`config.mk`:
```
export PLATFORM = sky130hd
export DESIGN_NAME = program_loader
export DESIGN_NICKNAME = d
export VERILOG_FILES = /design/src/rtl/program_loader.sv
export SDC_FILE = /design/constraint.sdc
export NUM_CORES = 2
export LEC_CHECK = 0
export ABC_AREA = 0
export CORE_MARGIN = 1
export CORE_UTILIZATION = 56
export DETAILED_ROUTE_END_ITERATION = 12
export PLACE_DENSITY = 0.79
export SLEW_MARGIN = 20
export SYNTH_ARGS = -nofsm -noshare
export SYNTH_HDL_FRONTEND = slang
export SYNTH_SLANG_ARGS = --single-unit
```
`constraint.sdc`:
```
create_clock -name clk -period 7.4 [get_ports clk]
set_clock_uncertainty 0.05 [all_clocks]
set_input_delay 1.48 -clock clk [delete_from_list [all_inputs] [get_ports clk]]
set_output_delay 1.48 -clock clk [all_outputs]
set_load 0.02 [all_outputs]
```
`src/rtl/program_loader.sv`:
```
// Framed byte-stream loader for the core's 256x8 instruction RAM; holds the core until a checksummed frame is stored.
// Optional PROGRAM_LOADER_ECHO_EN echoes every accepted byte back to the host one cycle later.
module program_loader #(
  parameter int ADDR_W = 8,
  parameter int DATA_W = 8
) (
  input  logic              clk,
  input  logic              rst_n,
  input  logic [DATA_W-1:0] in_data,
  input  logic              in_valid,
  output logic              in_ready,
  input  logic              reload,
  input  logic [ADDR_W-1:0] fetch_addr,
  output logic [DATA_W-1:0] fetch_instr,
  output logic              cpu_hold,
  output logic              done,
  output logic              err,
  output logic [DATA_W-1:0] echo_data,
  output logic              echo_valid
);

  typedef enum logic [2:0] {S_LEN, S_DATA, S_CHECK, S_RUN, S_ERR} state_t;

  localparam logic [ADDR_W:0] DEPTH = (ADDR_W+1)'(2**ADDR_W);

  state_t            state;
  logic [ADDR_W:0]   count;
  logic [ADDR_W:0]   len;
  logic [DATA_W-1:0] xor_acc;
  logic [DATA_W-1:0] mem [0:2**ADDR_W-1];
  logic              xfer;
  logic [ADDR_W:0]   len_in;

  assign in_ready = (state == S_LEN) || (state == S_DATA) || (state == S_CHECK);
  // reload wins over a same-cycle transfer, so the byte is simply dropped
  assign xfer     = in_valid && in_ready && !reload;
  assign len_in   = (in_data == '0) ? DEPTH : (ADDR_W+1)'(in_data);

  always_ff @(posedge clk) begin
    if (!rst_n) begin
      state    <= S_LEN;
      count    <= '0;
      len      <= '0;
      xor_acc  <= '0;
      cpu_hold <= 1'b1;
      done     <= 1'b0;
      err      <= 1'b0;
    end else if (reload) begin
      state    <= S_LEN;
      count    <= '0;
      len      <= '0;
      xor_acc  <= '0;
      cpu_hold <= 1'b1;
      done     <= 1'b0;
      err      <= 1'b0;
    end else if (xfer) begin
      case (state)
        S_LEN: begin
          len     <= len_in;
          count   <= '0;
          xor_acc <= '0;
          state   <= S_DATA;
        end
        S_DATA: begin
          xor_acc <= xor_acc ^ in_data;
          count   <= count + 1'b1;
          if (count == len - 1'b1) state <= S_CHECK;
        end
        S_CHECK: begin
          if (in_data == xor_acc) begin
            state    <= S_RUN;
            cpu_hold <= 1'b0;
            done     <= 1'b1;
            err      <= 1'b0;
          end else begin
            state    <= S_ERR;
            cpu_hold <= 1'b1;
            done     <= 1'b0;
            err      <= 1'b1;
          end
        end
        default: state <= state;
      endcase
    end
  end

  // RAM has no reset; only the address low bits are used, so the 256-byte frame ends at 255
  always_ff @(posedge clk) begin
    if (rst_n && xfer && state == S_DATA)
      mem[count[ADDR_W-1:0]] <= in_data;
  end

  assign fetch_instr = (state == S_RUN && {1'b0, fetch_addr} < len) ? mem[fetch_addr] : '0;

`ifdef PROGRAM_LOADER_ECHO_EN
  always_ff @(posedge clk) begin
    if (!rst_n) begin
      echo_valid <= 1'b0;
      echo_data  <= '0;
    end else begin
      echo_valid <= xfer;
      if (xfer) echo_data <= in_data;
    end
  end
`else
  assign echo_valid = 1'b0;
  assign echo_data  = '0;
`endif

endmodule

```
==> flow_summary.yaml <==
power:
  p_leak_nw: 29.2
  p_per_area_nw_per_um2: 262
  vdd_drop_max_mv: 0.194
  power_w: 0.0240
sta:
  fmax_mhz: 137
  slew_viol_final: 0
  rsz0062_at_grt: "no"
  fin_setup_tns_ps: 0
  max_slew_margin_pct: 22.4
  period_minus_slack_ps: 7320
  fin_crit_sh_pct: 98.9
  fin_hold_ws_ps: 444
  setup_viol: 0
  timing.final.ws_setup_ps: 83.7
  hold_viol_final: 0
  tightestPinTransition_ps: 1160
setup_path:
  cp.required_ps: 5870
  worst_setup_path_end_kind: "output port"
  r2r_setup_slack_ps: 2760
  path_cells: "clkdlybuf4s50_1 > ha_1 > and3_1 > a221oi_1 > o211ai_1 > a21oi_2 > buf_4 > and2_1 > o21ai_0 > nand4_1 > clkdlybuf4s50_1"
  crit_top_cell: "clkdlybuf4s50_1"
  r2r-end: "mem[163][3]"
  slowest_delay_ps: 700
  cpMaxStageDelayCell: "a21oi_2"
  rr_worst_depth: 6
  cp-startpoint: "fetch_addr[5]"
  crit_arrival_ps: 5790
  cp_max_fo: 8
  cp-start-kind: "input port"
  crit_type: "input port to output port"
  r2r_start: "state[0]"
  crit_end: "fetch_instr[4]"
clocking:
  cts.clk_slew.worst_paths_ps: 60
  cts_max_level: 4
  cts_buffers: 198
  cts_tree: "done"
  cts_setup_buffers: 0
  cts_resized: 0
  clock_path_buffers: 3
  hold_buffers: 0
  root_buffer: "clkbuf_16"
  clock_latency_ps: 840
  clock_sinks: 2080
logic_synthesis:
  yosysTopAreaCell: "edfxtp_1"
  synth_top_family_by_area: "multiplexers"
  synth.area.mux_share_pct: 13.7
  synth_edf_count: 2048
  postSynthCellCount: 4337
  synth_fa_ha_area_share_pct: 0.181
  ys_ff_latch: 2080
  synthTopCellsByCount: "edfxtp_1 (2,048), mux2i_1 (391), nor2_1 (340)"
  synthSimpleGateAreaFrac_pct: 3.32
  synth_most_common_cell: "edfxtp_1"
  synth_compound_area_share_pct: 5.13
  synthArstFlopShare_pct: 0
  synth_ff_type: "edfxtp_1"
  synth.yosys.warnings: 0
  ys_types: 76
  synth_xor_area_share_pct: 0.243
  synth_top_area_share_pct: 74.1
  syn_avg_cell_area_um2: 19.1
  synth.area.top_cells: "edfxtp_1 (74%), mux4_2 (8.7%), mux2i_1 (4.7%)"
  seq_area_frac_synth_pct: 74.9
  netlist_area_um2: 82900
min_path:
  hold_class: "flip-flop to flip-flop"
global_routing:
  antenna_found_initial: 9
  grt_pass1_vias: 44682
  grt_pass1_wl_mm: 312
  grt_usage_pct: 29.0
  grt_remaining_overflow: 0
  grt_max_degree: 203
die:
  start_util_pct: 56.7
  die_x_um: 387
  core_region_area_um2: 146000
  rows: 140
  design.portCount: 41
  chipHeight_um: 387
  die_area_um2: 150000
detailed_routing:
  drt_pass1_iterations: 6
  drtIter0Drc: 6964
  ant_nets: 0
  vias: 45006
  drc: 0
  routed_via_density: 6.88
  wl_per_cell_um: 33.2
  wl_mm: 217
layout:
  syn_to_final_growth_pct: 10.4
  fin_nets: 4489
  drive_gt1_share_pct: 17.6
placed_design:
  dpl.hpwl_mm: 131
  gp_congestion: 0.925
  dpl_worst_slack_ps: 405
  port_buffers: 31
flow_run:
  max_cap_violations: 0
run_status:
  status: "finished, final reports clean"
==> through the flow <==
step           cell area [um2]  instances  utilization (%)
3_5_place_dp             85300       6174             58.3
3_3_place_gp             85300       6174             58.3
4_1_cts                  91500       6532             62.6
2_1_floorplan            83000       4345                -
6_report                 91600       6545             62.6
5_1_grt                  91500       6532             62.6
==> worst max-delay path, delay by kind of cell <==
kind	cells	cell delay (ps)
AND/OR/NAND/NOR	3	820
AO/OA/AOI/OAI	4	1630
buffers and inverters	3	1480
adder cells (fa/ha/maj)	1	350
==> report_power, final <==
part	internal, W	total [W]	switching, W
clock network	0.00552	0.00979	0.00427
registers	0.0129	0.0129	0.00000368
logic	0.000405	0.00123	0.000827
total	0.0189	0.0240	0.00510
==> layout by cell type (no fill, tap or decap), types with 24 or more instances in the layout <==
cell type / instances
nor3_1: 35
clkbuf_16: 204
a221o_1: 48
a21oi_1: 89
buf_12: 27
o21ai_0: 84
edfxtp_1: 2048
clkinv_1: 53
dfxtp_1: 32
buf_4: 131
clkbuf_1: 49
a22oi_1: 50
clkinv_2: 25
mux4_2: 321
nor2_1: 335
o21ai_1: 24
mux2i_1: 391
a221oi_1: 98
nand2_1: 101
==> kinds of logic (layout without fill, tap and decap cells) <==
group,count (synthesis),in the layout
muxes,729,729
xor gates and xnor gates,23,23
and+or+nand+nor,623,623
other,1,22
DFF,2080,2080
AOI/OAI and AO/OA,574,574
buffers and inverters,295,565
adders and majority gates,12,12
==> flip-flops by register name, summed over array words and instances, names as in the netlist <==
register  count
err           1
done          1
len           9
mem        2048
xor_acc       8
state         3
count         9
cpu_hold      1
==> worst min-delay path by stage <==
| stage | startpoint | end | slack (ps) | depth (start not counted) |
|---|---|---|---|---|
| after global placement | xor_acc[4] | xor_acc[4] | 420 | 2 |
| after global routing | xor_acc[1] | xor_acc[1] | 470 | 2 |
| final | xor_acc[5] | xor_acc[5] | 440 | 2 |
| after detailed placement | xor_acc[0] | xor_acc[0] | 440 | 2 |
| after floorplan | xor_acc[7] | xor_acc[7] | 410 | 2 |
| after CTS | xor_acc[6] | xor_acc[6] | 450 | 2 |
==> cell type report <==
class / count / area [um2]
sequential: 2080 / 62100
inverter: 18 / 72.6
clock buffer: 253 / 5290
tap: 1917 / 2400
multi-input combinational: 1970 / 18800
fill: 9393 / 54700
timing repair buffer: 189 / 1870
clock inverter: 105 / 910
antenna: 13 / 32.5
==> routing by layer <==
layer	global-route usage [%]	wire [um]	up-vias
met2	43.7	99800	3566
met5	0	73	-
met4	14.8	11800	12
li1	-	-	17996
met1	38.6	75600	22773
met3	8.44	29800	659
Note: power is estimated with default switching activity, not from simulation.
